### src/rtl/ucode_pkg.sv
// Shared types and widths for the micro-code store port arbiter.
// Used by the arbiter, its grant encoder and the port interface.
package ucode_pkg;

    localparam int UCODE_ADDR_W = 8;
    localparam int UCODE_DATA_W = 32;
    localparam int STARVE_CNT_W = 4;

    typedef enum logic [0:0] {
        ST_RUN  = 1'b0,
        ST_LOAD = 1'b1
    } ucode_state_e;

    typedef enum logic [1:0] {
        TAG_NONE = 2'd0,
        TAG_NORM = 2'd1,
        TAG_SPEC = 2'd2
    } ucode_tag_e;

endpackage

### src/rtl/ucode_port_arbiter_if.sv
// Port bundle of the micro-code arbiter: three requesters, the memory side and
// debug visibility of the FSM state and starvation counter.
interface ucode_port_arbiter_if
    import ucode_pkg::*;
#(
    parameter int ADDR_W = UCODE_ADDR_W,
    parameter int DATA_W = UCODE_DATA_W
);
    // Handshake: a requester raises *_req with stable address/data and holds them
    // until it sees its *_gnt in the same cycle; read data returns one cycle after
    // the grant, qualified by *_valid, with no back-pressure on responses.
    logic              flush_pipeline;
    logic              norm_req;
    logic [ADDR_W-1:0] norm_addr;
    logic              norm_gnt;
    logic              norm_valid;
    logic [DATA_W-1:0] norm_rdata;
    logic              spec_req;
    logic [ADDR_W-1:0] spec_addr;
    logic              spec_gnt;
    logic              spec_valid;
    logic [DATA_W-1:0] spec_rdata;
    logic              ld_req;
    logic [ADDR_W-1:0] ld_addr;
    logic [DATA_W-1:0] ld_wdata;
    logic              ld_last;
    logic              ld_gnt;
    logic              load_active;
    logic              mem_en;
    logic              mem_we;
    logic [ADDR_W-1:0] mem_addr;
    logic [DATA_W-1:0] mem_wdata;
    logic [DATA_W-1:0] mem_rdata;
    ucode_state_e      state_dbg;
    logic [STARVE_CNT_W-1:0] starve_dbg;

    modport slave (
        input  flush_pipeline, norm_req, norm_addr, spec_req, spec_addr,
               ld_req, ld_addr, ld_wdata, ld_last, mem_rdata,
        output norm_gnt, norm_valid, norm_rdata, spec_gnt, spec_valid, spec_rdata,
               ld_gnt, load_active, mem_en, mem_we, mem_addr, mem_wdata,
               state_dbg, starve_dbg
    );

    modport master (
        output flush_pipeline, norm_req, norm_addr, spec_req, spec_addr,
               ld_req, ld_addr, ld_wdata, ld_last, mem_rdata,
        input  norm_gnt, norm_valid, norm_rdata, spec_gnt, spec_valid, spec_rdata,
               ld_gnt, load_active, mem_en, mem_we, mem_addr, mem_wdata,
               state_dbg, starve_dbg
    );

endinterface

### src/rtl/ucode_prio_select.sv
// Fixed-priority grant encoder: starved loader, normal fetch, speculative fetch,
// then loader; in LOAD mode the loader owns the port exclusively.
module ucode_prio_select (
    input  logic rst_i,
    input  logic load_mode_i,
    input  logic starve_hit_i,
    input  logic flush_i,
    input  logic norm_req_i,
    input  logic spec_req_i,
    input  logic ld_req_i,
    output logic norm_gnt_o,
    output logic spec_gnt_o,
    output logic ld_gnt_o
);

    always_comb begin
        norm_gnt_o = 1'b0;
        spec_gnt_o = 1'b0;
        ld_gnt_o   = 1'b0;
        if (rst_i) begin
            ld_gnt_o = 1'b0;
        end else if (load_mode_i) begin
            ld_gnt_o = ld_req_i;
        end else if (starve_hit_i) begin
            ld_gnt_o = 1'b1;
        end else if (norm_req_i) begin
            norm_gnt_o = 1'b1;
        end else if (spec_req_i && !flush_i) begin
            // A flush cancels only the speculative request of this cycle.
            spec_gnt_o = 1'b1;
        end else if (ld_req_i) begin
            ld_gnt_o = 1'b1;
        end
    end

endmodule

### src/rtl/ucode_port_arbiter.sv
// Shares the single-port micro-code store between normal fetch, speculative fetch
// and the loader; a RUN/LOAD FSM keeps reads off a partially loaded program.
module ucode_port_arbiter
    import ucode_pkg::*;
#(
    parameter int unsigned STARVE_MAX = 4
) (
    input  logic               clk,
    input  logic               rst,
    ucode_port_arbiter_if.slave bus
);

    localparam logic [STARVE_CNT_W-1:0] STARVE_LIM = STARVE_CNT_W'(STARVE_MAX);

    ucode_state_e              state_q, state_d;
    ucode_tag_e                resp_tag_q, resp_tag_d;
    logic [STARVE_CNT_W-1:0]   starve_cnt_q, starve_cnt_d;
    logic                      norm_gnt, spec_gnt, ld_gnt;
    logic                      starve_hit;

    assign starve_hit = bus.ld_req && (starve_cnt_q == STARVE_LIM);

    ucode_prio_select u_prio_select (
        .rst_i        (rst),
        .load_mode_i  (state_q == ST_LOAD),
        .starve_hit_i (starve_hit),
        .flush_i      (bus.flush_pipeline),
        .norm_req_i   (bus.norm_req),
        .spec_req_i   (bus.spec_req),
        .ld_req_i     (bus.ld_req),
        .norm_gnt_o   (norm_gnt),
        .spec_gnt_o   (spec_gnt),
        .ld_gnt_o     (ld_gnt)
    );

    always_comb begin
        state_d = state_q;
        if (state_q == ST_RUN && ld_gnt && !bus.ld_last) begin
            state_d = ST_LOAD;
        end else if (state_q == ST_LOAD && ld_gnt && bus.ld_last) begin
            state_d = ST_RUN;
        end
    end

    always_comb begin
        starve_cnt_d = starve_cnt_q;
        if (ld_gnt || !bus.ld_req) begin
            starve_cnt_d = '0;
        end else if (starve_cnt_q < STARVE_LIM) begin
            starve_cnt_d = starve_cnt_q + 1'b1;
        end
    end

    always_comb begin
        resp_tag_d = TAG_NONE;
        if (norm_gnt) begin
            resp_tag_d = TAG_NORM;
        end else if (spec_gnt) begin
            resp_tag_d = TAG_SPEC;
        end
    end

    always_ff @(posedge clk) begin
        if (rst) begin
            state_q      <= ST_RUN;
            resp_tag_q   <= TAG_NONE;
            starve_cnt_q <= '0;
        end else begin
            state_q      <= state_d;
            resp_tag_q   <= resp_tag_d;
            starve_cnt_q <= starve_cnt_d;
        end
    end

    assign bus.norm_gnt    = norm_gnt;
    assign bus.spec_gnt    = spec_gnt;
    assign bus.ld_gnt      = ld_gnt;
    assign bus.mem_en      = norm_gnt | spec_gnt | ld_gnt;
    assign bus.mem_we      = ld_gnt;
    assign bus.mem_addr    = ld_gnt   ? bus.ld_addr   :
                             spec_gnt ? bus.spec_addr :
                             norm_gnt ? bus.norm_addr : '0;
    assign bus.mem_wdata   = ld_gnt ? bus.ld_wdata : '0;

    // A flush in the return cycle kills whichever response is in flight.
    assign bus.norm_valid  = (resp_tag_q == TAG_NORM) && !bus.flush_pipeline;
    assign bus.spec_valid  = (resp_tag_q == TAG_SPEC) && !bus.flush_pipeline;
    assign bus.norm_rdata  = bus.mem_rdata;
    assign bus.spec_rdata  = bus.mem_rdata;
    assign bus.load_active = (state_q == ST_LOAD);

    assign bus.state_dbg   = state_q;
    assign bus.starve_dbg  = starve_cnt_q;

endmodule

### src/flat_wrapper.sv
// flat-port wrapper written by rule: the top's interface ports become plain ports
module ucode_port_arbiter_flat import ucode_pkg::*;
#(
    parameter int unsigned STARVE_MAX = 4
)
  (clk, rst, bus_flush_pipeline, bus_norm_req, bus_norm_addr, bus_spec_req, bus_spec_addr, bus_ld_req, bus_ld_addr, bus_ld_wdata, bus_ld_last, bus_mem_rdata, bus_norm_gnt, bus_norm_valid, bus_norm_rdata, bus_spec_gnt, bus_spec_valid, bus_spec_rdata, bus_ld_gnt, bus_load_active, bus_mem_en, bus_mem_we, bus_mem_addr, bus_mem_wdata, bus_state_dbg, bus_starve_dbg);
  ucode_port_arbiter_if bus_i ();
  input  logic clk;
  input  logic rst;
  input wire logic [$bits(bus_i.flush_pipeline)-1:0] bus_flush_pipeline;
  input wire logic [$bits(bus_i.norm_req)-1:0] bus_norm_req;
  input wire logic [$bits(bus_i.norm_addr)-1:0] bus_norm_addr;
  input wire logic [$bits(bus_i.spec_req)-1:0] bus_spec_req;
  input wire logic [$bits(bus_i.spec_addr)-1:0] bus_spec_addr;
  input wire logic [$bits(bus_i.ld_req)-1:0] bus_ld_req;
  input wire logic [$bits(bus_i.ld_addr)-1:0] bus_ld_addr;
  input wire logic [$bits(bus_i.ld_wdata)-1:0] bus_ld_wdata;
  input wire logic [$bits(bus_i.ld_last)-1:0] bus_ld_last;
  input wire logic [$bits(bus_i.mem_rdata)-1:0] bus_mem_rdata;
  output wire logic [$bits(bus_i.norm_gnt)-1:0] bus_norm_gnt;
  output wire logic [$bits(bus_i.norm_valid)-1:0] bus_norm_valid;
  output wire logic [$bits(bus_i.norm_rdata)-1:0] bus_norm_rdata;
  output wire logic [$bits(bus_i.spec_gnt)-1:0] bus_spec_gnt;
  output wire logic [$bits(bus_i.spec_valid)-1:0] bus_spec_valid;
  output wire logic [$bits(bus_i.spec_rdata)-1:0] bus_spec_rdata;
  output wire logic [$bits(bus_i.ld_gnt)-1:0] bus_ld_gnt;
  output wire logic [$bits(bus_i.load_active)-1:0] bus_load_active;
  output wire logic [$bits(bus_i.mem_en)-1:0] bus_mem_en;
  output wire logic [$bits(bus_i.mem_we)-1:0] bus_mem_we;
  output wire logic [$bits(bus_i.mem_addr)-1:0] bus_mem_addr;
  output wire logic [$bits(bus_i.mem_wdata)-1:0] bus_mem_wdata;
  output wire logic [$bits(bus_i.state_dbg)-1:0] bus_state_dbg;
  output wire logic [$bits(bus_i.starve_dbg)-1:0] bus_starve_dbg;
  assign bus_i.flush_pipeline = bus_flush_pipeline;
  assign bus_i.norm_req = bus_norm_req;
  assign bus_i.norm_addr = bus_norm_addr;
  assign bus_i.spec_req = bus_spec_req;
  assign bus_i.spec_addr = bus_spec_addr;
  assign bus_i.ld_req = bus_ld_req;
  assign bus_i.ld_addr = bus_ld_addr;
  assign bus_i.ld_wdata = bus_ld_wdata;
  assign bus_i.ld_last = bus_ld_last;
  assign bus_i.mem_rdata = bus_mem_rdata;
  assign bus_norm_gnt = bus_i.norm_gnt;
  assign bus_norm_valid = bus_i.norm_valid;
  assign bus_norm_rdata = bus_i.norm_rdata;
  assign bus_spec_gnt = bus_i.spec_gnt;
  assign bus_spec_valid = bus_i.spec_valid;
  assign bus_spec_rdata = bus_i.spec_rdata;
  assign bus_ld_gnt = bus_i.ld_gnt;
  assign bus_load_active = bus_i.load_active;
  assign bus_mem_en = bus_i.mem_en;
  assign bus_mem_we = bus_i.mem_we;
  assign bus_mem_addr = bus_i.mem_addr;
  assign bus_mem_wdata = bus_i.mem_wdata;
  assign bus_state_dbg = bus_i.state_dbg;
  assign bus_starve_dbg = bus_i.starve_dbg;
  ucode_port_arbiter #(.STARVE_MAX(STARVE_MAX)) u_core (.clk(clk), .rst(rst), .bus(bus_i));
endmodule
### config.mk
export PLATFORM = sky130hd
export DESIGN_NAME = ucode_port_arbiter_flat
export DESIGN_NICKNAME = d
export VERILOG_FILES = /design/src/rtl/ucode_pkg.sv /design/src/rtl/ucode_port_arbiter_if.sv /design/src/rtl/ucode_prio_select.sv /design/src/rtl/ucode_port_arbiter.sv /design/src/flat_wrapper.sv
export SDC_FILE = /design/constraint.sdc
export NUM_CORES = 1
export LEC_CHECK = 0
export CAP_MARGIN = 40
export CORE_AREA = 2 2 82 84
export DETAILED_ROUTE_END_ITERATION = 16
export DIE_AREA = 0 0 84 86
export PLACE_DENSITY = 0.84
export SKIP_CTS_REPAIR_TIMING = 1
export SYNTH_ARGS = -nofsm -noshare
export SYNTH_HDL_FRONTEND = slang
export SYNTH_SLANG_ARGS = --single-unit
### constraint.sdc
create_clock -name clk -period 1.9 [get_ports clk]
set_input_delay 0.38 -clock clk [delete_from_list [all_inputs] [get_ports clk]]
set_output_delay 0.38 -clock clk [all_outputs]
set_load 0.02 [all_outputs]
==> summary.md, run 1 <==
| Metric | Value |
|---|---|
| Die Ht | 86 um |
| Setup crit end kind | output port |
| Share of cells above drive strength 1 | 47.9% |
| Detail Route Antenna Nets | 0 |
| Hold_ws | approximately 0.59 ns |
| Synth top area share | 39.0% |
| Max-slew violations | 0 |
| Detailed-route via count | 1378 |
| WHS Path Cells | 3 |
| Number of clock sinks | 7 |
| Top cells by area, synth | buf_4, and2_1, dfxtp_1 |
| TritonCTS clock tree | built |
| IO buf count | 115 |
| Failing checks | setup timing |
| Leakage | ~1.2 nW |
| Syn Nets | 268 |
| Slew Limit Headroom | 63.1% |
| Post-Place Cells | 306 |
| Netlist cell types | 26 |
| Clk_lat worst skew | 0.23 ns |
| Die Footprint | 7220 um^2 |
| Slew at the pin with the worst max-slew slack | 0.552 ns |
| Worst setup SP type | flip-flop |
| Async set or reset register ratio after synthesis | 0% |
| Outcome | finished with violations |
| RSZ-0062 raised after global routing | true |
| Gr ovfl total | 0 |
| R2r setup slk | 0.37 ns |
| RePlAce Congestion | 0.811 |
| Worst hold path class | in -> reg |
| Initial antenna violation count | 0 |
| Cell count after synthesis | 171 |
| WL final | approximately 5000 um |
| CTS max path bufs | 2 |
| Hold_sp | bus_norm_req |
| CP required | 1.52 ns |
| DR vias/cell | 4.32 |
| Count leader, synth | buf_4 |
| Final Skew | 0.00451 ns |
| RR Endpoint | u_core.bus.starve_dbg[1]$_SDFFE_PP0N_ |
| Synth Cell Area | 1270 um^2 |
| Area delta synth->final | 95.7% |
| Post-DP HPWL | 3560 um |
| Gr usage total | between 10% and 20% |
| Clk root buf | clkbuf_8 |
| Worst-path maximum fanout | 7 |
| Post-synthesis sequential element count | 7 |
| F_max | 441 MHz |
| R2R depth | 6 |
| Post-synth top cells | buf_4, and2_1, a21oi_1 |
| DRC | 0 |
| Setup Crit Path Kind | reg -> out |
| YS warnings | 0 |
| Core Box Area | 6280 um^2 |
| IO Pins | ~210 |
| Final hold violation count | 0 |
| First-pass GRT wire length | about 6200 um |
| Final WS setup | -0.366 ns |
| MaxCap Viol Count | 0 |
| Number of diodes | 0 |
| R2r startpoint | u_core.bus.starve_dbg[1]$_SDFFE_PP0N_ |
| Hold Crit Endpoint | u_core.resp_tag_q[1]$_SDFF_PP0_ |
| Worst VDD drop | about 0.25 mV |
| Final net count | 340 |
| Dominant synthesized flop cell | dfxtp_1 |
| Fin cells | between 300 and 400 |
| Routed length per instance | between 15 and 20 um |
| Die Width | approximately 84 um |
| Post-synth EDFFs | 0 |
| Initial Utilization | 20.2% |
| CP Data Arrival Time | 1.89 ns |
| Largest net degree at the start of global routing | 43 |
| Row Count | 29 |
| Min cycle time layout | between 2 and 2.5 ns |
| Inserted Clock Buffers | 3 |
| Drt pass-1 iters | 4 |
| Initial DRC count | 15 |
| H-tree levels | 1 |
| Clk slew on worst S/H paths | approximately 0.040 ns |
| Syn Area/Cell | ~7.4 um^2 |
| PD cells | 335 nW/um^2 |
| Final period utilization | 119% |
| Final setup vio count | 44 |
| Largest area contributor in the netlist | buf_4 |
| Post-synthesis sequential area ratio | 11.0% |
| Vias in the first global route | 1381 |
==> cell usage in the layout, fill, tap and decap left out, types with 4 or more instances in the layout <==
master | synthesis | routed
dlymetal6s2s_1 | 0 | 8
buf_6 | 4 | 36
buf_2 | 1 | 8
o211a_4 | 1 | 6
and2_4 | 0 | 20
clkdlybuf4s50_1 | 0 | 64
and3_1 | 8 | 8
a21oi_1 | 11 | 10
and2_1 | 32 | 12
o2bb2ai_2 | 0 | 5
buf_4 | 66 | 16
dfxtp_1 | 7 | 4
nor2_1 | 8 | 7
==> through the flow <==
step / utilization, % / total power [mW] / cell area, um^2 / TNS, ns / setup slack, ns
after floorplan: - / 0.502 / 1340 / -0.186 / -0.0233
after global placement: 34.3 / 0.547 / 2150 / -37.02 / -0.874
after detailed placement: 34.3 / 0.551 / 2150 / -37.81 / -0.882
after CTS: 35.0 / 0.768 / 2200 / -38.49 / -0.890
after global routing: 39.6 / 0.874 / 2480 / -13.53 / -0.411
final: 39.6 / 0.832 / 2480 / -11.54 / -0.366
==> kinds of logic (layout without fill, tap and decap cells) <==
group                    Yosys count  in the layout  share of synthesized area (%)
buffers and inverters             78            144                           45.0
AND/OR/NAND/NOR                   57             57                           26.7
AO/OA/AOI/OAI                     26             31                           14.6
flip-flops                         7              7                           11.0
adder cells (fa/ha/maj)            2              2                           1.97
XOR/XNOR                           1              1                          0.690
==> state kept, by name, indices dropped and copies added, names as in the netlist <==
signal                  flops
u_core.resp_tag_q           2
u_core.bus.load_active      1
u_core.bus.starve_dbg       4
==> critical path, cell delays in order, from the launching register on <==
cell,delay [ns]
dfxtp_4,0.34
inv_2,0.04
ha_4,0.14
and3b_2,0.22
a21o_4,0.24
o211a_4,0.28
buf_12,0.14
o2bb2ai_4,0.11
buf_6,0.14
==> layout make-up <==
cell class	instances	area, um^2
flip-flops and latches	7	151
well taps	77	96.3
clock buffers	4	45.0
fillers	625	3790
inverters	5	18.8
multi-input cells	91	837
repair buffers	135	1340
==> worst max path at each step <==
| stage | from | endpoint | slack, ns |
|---|---|---|---|
| 2_1_floorplan | u_core.bus.starve_dbg[0]$_SDFFE_PP0N_ | bus_mem_addr[0] | -0.02 |
| 3_3_place_gp | bus_flush_pipeline | bus_mem_wdata[4] | -0.87 |
| 3_5_place_dp | bus_flush_pipeline | bus_mem_wdata[7] | -0.88 |
| 4_1_cts | bus_flush_pipeline | bus_mem_wdata[7] | -0.89 |
| 5_1_grt | u_core.bus.starve_dbg[1]$_SDFFE_PP0N_ | bus_mem_addr[5] | -0.41 |
| 6_report | u_core.bus.starve_dbg[1]$_SDFFE_PP0N_ | bus_mem_addr[5] | -0.37 |
==> routing by layer <==
metal | up-vias | share of wire [%] | GRT usage (%) | wire length (um)
met5 | - | 0 | 0 | 0
met4 | 0 | 0.95 | 4.11 | 48
met3 | 8 | 11 | 4.91 | 553
met2 | 99 | 53 | 20.0 | 2680
met1 | 625 | 35 | 9.83 | 1750
li1 | 646 | - | - | -
==> where the power goes <==
group | switching (mW) | internal (mW) | total [mW]
Combinational | 0.191 | 0.272 | 0.463
Clock | 0.0667 | 0.145 | 0.212
Sequential | 0.00692 | 0.150 | 0.157
Total | 0.265 | 0.567 | 0.832
Power figures use the tool's default switching activity.
==> inputs of run 2 (changes only) <==
Clock period 1.9 ns to 2.2 ns, I/O delays scaled along.
==> run 2 against run 1 <==
  * The run still ends with setup timing left
  * Clock-buffer cell count unchanged
  * Sequential share of layout area increased by 0.67 points
  * Sequential power decreased by 13%
  * Combinational power decreased by 29%
  * Clock skew decreased by 0.0031 ns
  * Setup slack improved by 0.31 ns
  * Register-to-register slack improved by 0.10 ns
  * First-iteration DRC count increased by 13%
  * Power decreased by 22%
  * Cell area decreased by 15%
  * Critical path depth decreased by 1
  * Global-route usage increased by 0.54 points
==> summary.md, run 2 (synthesis results as in run 1) <==
| Metric | Value |
|---|---|
| Sw frac | a little under a third |
| CP Cell Sequence | inv_2, ha_2, and3b_2, a21o_4, o211a_4, and2_1, clkbuf_2 |
| Clk_lat worst skew | between 0.2 and 0.25 ns |
| Hold_sp | u_core.bus.starve_dbg[2]$_SDFFE_PP0N_ |
| R2R depth | 7 |
| Fin cells | about 310 |
| Detailed-route via count | 1350 |
| Clk root buf | clkbuf_8 |
| DR vias/cell | 4.33 |
| Row Count | 29 |
| R2r startpoint | u_core.bus.starve_dbg[0]$_SDFFE_PP0N_ |
| Clock share of power | between 20 and 30% |
| Slew at the pin with the worst max-slew slack | between 0.4 and 0.5 ns |
| R2r setup slk | 0.47 ns |
| Drt pass-1 iters | 4 |
| Max-slew violations | 0 |
| F_max | ~440 MHz |
| Share of cells above drive strength 1 | roughly 38% |
| WL final | between 5000 and 6000 um |
| Number of clock sinks | 7 |
| RR Endpoint | u_core.bus.starve_dbg[1]$_SDFFE_PP0N_ |
| Initial Utilization | 20.2% |
| Power share of the sequential group | 21.1% |
| Largest net degree at the start of global routing | between 40 and 50 |
| IO Pins | 212 |
| RSZ-0062 raised after global routing | true |
| Number of diodes | 0 |
| CP peak stage delay | 0.32 ns |
| MaxCap Viol Count | 0 |
| Final hold violation count | 0 |
| Combinational share of power | 50.4% |
| Clk slew on worst S/H paths | 0.04 ns |
| WHS Path Cells | 3 |
| Slew Limit Headroom | 68.6% |
| Final Skew | 0.00138 ns |
| Max reg flops | 4 |
| Switching Power | 0.205 mW |
| Setup TNS | -0.938 ns |
| Vias in the first global route | roughly 1300 |
| IO buf count | 115 |
| CP required | approximately 1.8 ns |
| Post-DP HPWL | between 3000 and 4000 um |
| Gr ovfl total | 0 |
| CP max stage cell | dfxtp_2 |
| Worst VDD drop | 0.167 mV |
| PD cells | roughly 300 nW/um^2 |
| Worst setup SP type | flip-flop |
| Final period utilization | 103% |
| RePlAce Congestion | ~0.73 |
| Outcome | finished with violations |
| CP Data Arrival Time | 1.82 ns |
| Gr usage total | around 11% |
| Core Box Area | approximately 6300 um^2 |
| Failing checks | setup timing |
| Most frequent cells in the layout | clkdlybuf4s50_1, and2_1, buf_2, buf_4, clkbuf_2 |
| DRT met1 WL | between 2000 and 2500 um |
| Die Width | 84 um |
| Delay-heaviest family, CP | compound AO/OA/AOI/OAI gates |
| Crit. Startpoint | u_core.bus.starve_dbg[0]$_SDFFE_PP0N_ |
| Routed length per instance | 16.1 um |
| Worst-path maximum fanout | 11 |
| H-tree levels | 1 |
| Leakage | 1.02 nW |
| DRC | 0 |
| Routed wl met3 | 505 um |
| Final net count | roughly 330 |
| Min cycle time layout | 2.26 ns |
| Setup crit end kind | output port |
| Hold Crit Endpoint | u_core.bus.starve_dbg[2]$_SDFFE_PP0N_ |
| Worst hold path class | reg -> reg |
| Final setup vio count | 29 |
| First-pass GRT wire length | 6440 um |
| Inserted Clock Buffers | 3 |
| P_int | between 0.4 and 0.5 mW |
| CTS max path bufs | 2 |
| Setup Crit Path Kind | reg -> out |
| TritonCTS clock tree | built |
| Die Ht | 86 um |
| Final WS setup | -0.0559 ns |
| Post-Place Cells | 303 |
| Most common cell after layout, fill and taps aside | clkdlybuf4s50_1 |
| DR WL met2 | 2350 um |
| Die Footprint | 7220 um^2 |
| Worst Path Buf+Inv | 2 |
| Detail Route Antenna Nets | 0 |
| Initial DRC count | 17 |
| Area delta synth->final | 66.1% |
| Highest routed layer | met4 |
| Initial antenna violation count | 1 |
## run 2: worst register-to-register path, stage by stage, from the launching register on
cell and delay, ns:
dfxtp_2 0.32, inv_2 0.03, ha_2 0.16, and3b_2 0.21, a211o_4 0.40, buf_4 0.17
or2_4 0.27, a21oi_2 0.10
## run 2: power groups by stage
stage               clock [mW]  combinational (mW)  sequential [mW]
floorplan                    0               0.285            0.140
global placement             0               0.319            0.136
detailed placement           0               0.321            0.136
CTS                      0.192               0.323            0.134
finish                   0.185               0.327            0.137
global route             0.198               0.348            0.137
## run 2: cell type report
cell class / instances / area [um^2]
well taps: 77 / 96.3
repair buffers: 129 / 1120
flip-flops and latches: 7 / 143
fillers: 652 / 4170
multi-input cells: 90 / 686
inverters: 5 / 18.8
clock buffers: 4 / 45.0
## run 2: how the worst max path moves through the flow
| stage | slack (ns) | end | cells past startpoint |
|---|---|---|---|
| finish | -0.06 | bus_mem_wdata[0] | 7 |
| global route | -0.10 | bus_mem_wdata[10] | 7 |
| CTS | -0.69 | bus_mem_wdata[5] | 6 |
| detailed placement | -0.68 | bus_mem_wdata[5] | 6 |
| global placement | -0.66 | bus_mem_wdata[3] | 6 |
| floorplan | 0.02 | bus_mem_addr[0] | 6 |
## run 2: metrics by stage
step | hold slack, ns | setup slack [ns] | power [mW] | utilization [%] | area, um^2
floorplan | 0.513 | 0.0215 | 0.425 | - | 1270
global placement | 0.558 | -0.664 | 0.455 | 32.8 | 2060
detailed placement | 0.581 | -0.684 | 0.457 | 32.8 | 2060
CTS | 0.587 | -0.692 | 0.649 | 33.6 | 2110
global route | 0.631 | -0.104 | 0.683 | 33.6 | 2110
finish | 0.589 | -0.0559 | 0.649 | 33.6 | 2110
## run 2: layer usage
metal	vias up	track usage [%]
li1	628	-
met3	27	4.43
met2	83	17.7
met5	-	0
met4	0	5.87
met1	612	12.8
